--- config.mk ---
export PLATFORM = sky130hd
export DESIGN_NAME = beta_rd_seq
export DESIGN_NICKNAME = d
export VERILOG_FILES = /design/src/rtl/beta_rd_seq.sv
export SDC_FILE = /design/constraint.sdc
export NUM_CORES = 1
export LEC_CHECK = 0
export ABC_AREA = 1
export CORE_AREA = 2 2 312 314
export DETAILED_ROUTE_END_ITERATION = 7
export DIE_AREA = 0 0 314 316
export PLACE_DENSITY = 0.64
export SETUP_SLACK_MARGIN = 0.2
export SLEW_MARGIN = 30
export SYNTH_ARGS = -nofsm -noshare
export SYNTH_HDL_FRONTEND = slang
export SYNTH_SLANG_ARGS = --single-unit
--- constraint.sdc ---
create_clock -name clk -period 3.1 [get_ports clk]
set_input_delay 0.775 -clock clk [delete_from_list [all_inputs] [get_ports clk]]
set_output_delay 0.775 -clock clk [all_outputs]
set_load 0.005 [all_outputs]
--- src/rtl/beta_rd_seq.sv ---
// Read-side sequencer for the beta partial-sum RAM of the SCAN polar decoder.
// Takes one node-read request, issues the layer-dependent burst of RAM reads,
// captures the registered RAM data and streams it out through a 2-beat FIFO.
module beta_rd_seq #(
   parameter int P  = 64,
   parameter int Q  = 6,
   parameter int FD = 2
) (
   input  logic           clk,
   input  logic           rst,
   input  logic           req_valid,
   output logic           req_ready,
   input  logic [4:0]     req_layer,
   input  logic [8:0]     req_addr,
   output logic           err_layer,
   output logic           r_en,
   output logic [4:0]     layer_r,
   output logic [8:0]     r_address,
   output logic [5:0]     cntb,
   input  logic [P*Q-1:0] b_out,
   output logic           out_valid,
   input  logic           out_ready,
   output logic [P*Q-1:0] out_data,
   output logic [1:0]     out_beat,
   output logic           out_last
);

   typedef enum logic [1:0] {IDLE, ISSUE, DRAIN} state_t;

   state_t           state, nstate;
   logic             alive;
   logic [4:0]       lat_layer;
   logic [8:0]       lat_addr;
   logic [1:0]       beat_cnt;
   logic             inflight;
   logic [1:0]       tag_beat;
   logic             tag_last;
   logic [P*Q-1:0]   mem_data [2];
   logic [1:0]       mem_beat [2];
   logic             mem_last [2];
   logic             wr_ptr, rd_ptr;
   logic [1:0]       fifo_count;
   logic [2:0]       occ;
   logic             accept, layer_ok, pop, push, issue, last_issue;

   // index of the final beat of a burst for a given layer
   function automatic logic [1:0] last_idx(input logic [4:0] l);
      case (l)
         5'd8:    return 2'd3;
         5'd7:    return 2'd1;
         default: return 2'd0;
      endcase
   endfunction

   assign layer_ok   = (req_layer >= 5'd1) && (req_layer <= 5'd8);
   assign accept     = req_valid && req_ready;
   assign pop        = out_valid && out_ready;
   assign push       = inflight;
   // credit counts beats already in flight so the FIFO can never overflow
   assign occ        = {1'b0, fifo_count} + {2'b0, inflight} - {2'b0, pop};
   assign last_issue = (beat_cnt == last_idx(lat_layer));

   assign layer_r   = lat_layer;
   assign r_address = lat_addr;
   assign out_valid = (fifo_count != 2'd0);
   assign out_data  = mem_data[rd_ptr];
   assign out_beat  = mem_beat[rd_ptr];
   assign out_last  = mem_last[rd_ptr];

   // state register
   always_ff @(posedge clk or negedge rst) begin
      if (!rst) state <= IDLE;
      else      state <= nstate;
   end

   // next-state logic
   always_comb begin
      nstate = state;
      case (state)
         IDLE:    if (accept && layer_ok) nstate = ISSUE;
         ISSUE:   if (issue && last_issue) nstate = DRAIN;
         DRAIN:   if (!inflight && (fifo_count == 2'd0)) nstate = IDLE;
         default: nstate = IDLE;
      endcase
   end

   // state-decoded outputs: request handshake and RAM read command
   always_comb begin
      req_ready = (state == IDLE) && alive;
      issue     = (state == ISSUE) && (occ < 3'(FD));
      r_en      = issue;
      cntb      = issue ? {4'b0, beat_cnt} : '0;
   end

   // request latch, beat counter, error pulse and capture tag pipeline
   always_ff @(posedge clk or negedge rst) begin
      if (!rst) begin
         alive     <= 1'b0;
         err_layer <= 1'b0;
         lat_layer <= '0;
         lat_addr  <= '0;
         beat_cnt  <= '0;
         inflight  <= 1'b0;
         tag_beat  <= '0;
         tag_last  <= 1'b0;
      end else begin
         alive     <= 1'b1;
         err_layer <= accept && !layer_ok;
         inflight  <= issue;
         if (accept && layer_ok) begin
            lat_layer <= req_layer;
            lat_addr  <= req_addr;
            beat_cnt  <= '0;
         end else if (issue) begin
            beat_cnt <= beat_cnt + 2'd1;
         end
         if (issue) begin
            tag_beat <= beat_cnt;
            tag_last <= last_issue;
         end
      end
   end

   // two-entry output FIFO; push and pop may coincide
   always_ff @(posedge clk or negedge rst) begin
      if (!rst) begin
         for (int unsigned i = 0; i < 2; i++) begin
            mem_data[i] <= '0;
            mem_beat[i] <= '0;
            mem_last[i] <= 1'b0;
         end
         wr_ptr     <= 1'b0;
         rd_ptr     <= 1'b0;
         fifo_count <= '0;
      end else begin
         if (push) begin
            mem_data[wr_ptr] <= b_out;
            mem_beat[wr_ptr] <= tag_beat;
            mem_last[wr_ptr] <= tag_last;
            wr_ptr           <= ~wr_ptr;
         end
         if (pop) rd_ptr <= ~rd_ptr;
         if (push && !pop)      fifo_count <= fifo_count + 2'd1;
         else if (pop && !push) fifo_count <= fifo_count - 2'd1;
      end
   end

endmodule

==> flow_summary.ini <==
[outcome]
status = finished, violations left
violations = negative setup slack

[global_route]
grt_overflow = 0
grt_max_degree = 136
antenna_found_initial = 15
grt.total_usage_pct = 24.1
grt_pass1_wl_mm = 185
grt_pass1_vias = 31300

[routing]
first_pass_iters = 6
wirelength_mm = 127
vias = 32400
drtIter0Drc = 2720
routed_via_density = 4.81
drtAntennaViolNets = 0
route.detailed.drc = 0
wire_per_inst_um = 18.9

[timing]
setup-violations-final = 59
slew_violations = 0
setup_tns_ns = -2.78
finalCritPeriodShare_pct = 114
slew_headroom_pct = 50.1
fin_worst_skew_ns = 0.0256
fmax_mhz = 282
tightestPinTransition_ns = 0.749
min_period_ns = 3.55
final_hold_viol_count = 0
finalWorstSetupSlack_ns = -0.447
rsz0062_at_grt = yes

[placement]
dp_hpwl_mm = 75.5
dp_slack_ns = -1.02
place.gp.congestion = 0.844
dpl_cell_area_um2 = 44400
io_buffer_count = 808

[yosys]
yosysSeqAreaShare_pct = 57.9
yosysTopAreaCellShare_pct = 57.9
netlist_area_um2 = 34600
yosysWarningCount = 0
synthCells = 4275
yosysUniqueCellTypes = 29
ys_ff_latch = 802
avgSynthCellArea_um2 = 8.10
synth_top_cell_by_area = dfrtp_1
netlist_top_cells_area = dfrtp_1, nand2_1, o21ai_0

[clock_network]
cts_num_sinks = 802
cts_root_buf = clkbuf_16
max-clock-path-buffers = 3
clk_latency_ns = 0.65
cts_buffers = 88
cts_tree = built
htree_levels = 3
path_clk_slew_ns = 0.06

[power_and_ir_drop]
power.leakage_nw = 28.7
peakVddDrop_mv = 0.611
p_per_area_nw_per_um2 = 1230

[floorplanning]
num_io_pins = 813
fp-row-count = 114
die_area_um2 = 99200
initial_core_util_pct = 36.1
die_w_um = 314
core_area_um2 = 96000
die_h_um = 316

[cells_and_area]
n_fill_cell = 8218
final_common_cell = nand2_1
most-common-layout-cells = nand2_1, dfrtp_1, clkdlybuf4s50_1
utilization_pct = 57.3
nNetsFinal = 5780
fin_area_um2 = 55000
drive_above_1_share_pct = 28.0
area_growth_pct = 58.9

[setup_path]
cpPeakStageDelay_ns = 0.53
timing.rr.start = fifo_count[1]
cpMaxStageDelayCell = fa_2
critPathLaunch = fifo_count[1]
ff2ff_setup_slack_ns = 0.52
arrival_ns = 2.77
crit_chain = inv_2, nand2_4, nand2_8, inv_4, ha_4, or2_4, fa_2, nand2_2, nor2_4, buf_6, nand2_4, inv_4, buf_6
end_kind = primary output
start_kind = flop
critical_path_class = flop to primary output
cp_max_fo = 3
critical_path_required_ns = 2.32

[min_path]
min_path_type = input port to async pin

[job]
drv_cap = 0
-- worst paths after layout --
check,cells after the start,to
worst max-delay path,13,cntb[0]
worst min-delay path,1,mem_data[756]
worst max register to register,17,state[0]
worst min register to register,2,mem_data[214]
max in group asynchronous,2,mem_data[171]
min in group clk,2,mem_data[214]
-- cell usage after synthesis --
master,count
nand2_1,1989
dfrtp_1,802
inv_1,403
o21ai_0,400
o21ai_1,380
clkbuf_1,115
buf_2,82
buf_6,45
buf_1,14
nor2_1,11
buf_4,6
nand3_1,4
inv_2,3
xor2_1,3
a21oi_1,2
conb_1,2
ha_1,2
a21oi_2,1
and2_1,1
fa_1,1
nand3_2,1
nand3b_1,1
nor2_2,1
nor3_1,1
o211ai_1,1
o21bai_1,1
or2_1,1
or2_2,1
xnor2_1,1
-- per-stage QoR --
stage          total power, mW  instances  hold WS (ns)
3_3_place_gp              44.0       6219         0.465
6_report                  67.4       6729         0.137
2_1_floorplan             30.4       4278         0.446
5_1_grt                   71.6       6727         0.118
4_1_cts                   60.9       6641        0.0820
3_5_place_dp              44.4       6219         0.468
-- state kept, by name (all words and copies together) (netlist names) --
| signal | count |
|---|---|
| mem_last | 2 |
| inflight | 1 |
| err_layer | 1 |
| tag_beat | 2 |
| mem_beat | 4 |
| fifo_count | 2 |
| tag_last | 1 |
| wr_ptr | 1 |
| mem_data | 768 |
| rd_ptr | 1 |
| state | 2 |
| beat_cnt | 2 |
| layer_r | 5 |
| alive | 1 |
| r_address | 9 |
-- cell type report --
type / instances / area [µm²] / area share, %
inverter: 406 / 1550 / 2.81
clock inverter: 27 / 298 / 0.541
clock buffer: 133 / 2680 / 4.86
sequential: 802 / 20100 / 36.5
multi-input combinational: 2808 / 14300 / 25.9
tap: 1276 / 1600 / 2.90
timing repair buffer: 1267 / 14500 / 26.4
antenna: 8 / 20.0 / 0.0364
timing repair inverter: 2 / 36.3 / 0.0659
-- per-layer routing --
layer / GRT usage [%] / vias up / share of wire (%)
met5: 0 / - / 0.093
met1: 29.3 / 15600 / 39
met2: 40.7 / 1074 / 50
met3: 5.55 / 298 / 6.4
li1: - / 15400 / -
met4: 11.3 / 18 / 4.6
-- worst max-delay path, delay by kind of cell (launching register included) --
kind | cells | cell delay (ns)
adders and majority gates | 2 | 0.72
buffers and inverters | 5 | 0.40
DFF | 1 | 0.39
and+or+nand+nor | 6 | 0.61
-- report_power, final --
| part | internal, mW | switching (mW) | total (mW) |
|---|---|---|---|
| clock network | 6.38 | 4.43 | 10.8 |
| registers | 15.9 | 3.64 | 19.5 |
| logic | 19.1 | 18.0 | 37.1 |
-- what timing repair did --
item                       4_1_cts  5_1_grt
pin swaps                      105      193
setup endpoints to repair      390      386
hold buffers                     0        0
setup buffers                  194       68
gates resized for setup       1971      871
gates cloned                    68       12
-- cell families after synthesis --
| family | Yosys count | share of synthesized area (%) |
|---|---|---|
| AND/OR/NAND/NOR | 2011 | 21.9 |
| flip-flops | 802 | 57.9 |
| AO/OA/AOI/OAI | 785 | 11.4 |
| buffers and inverters | 668 | 8.58 |
| XOR/XNOR | 4 | 0.101 |
| adder cells (fa/ha/maj) | 3 | 0.130 |
| other | 2 | 0.0217 |
(Power assumes the default switching activity.)
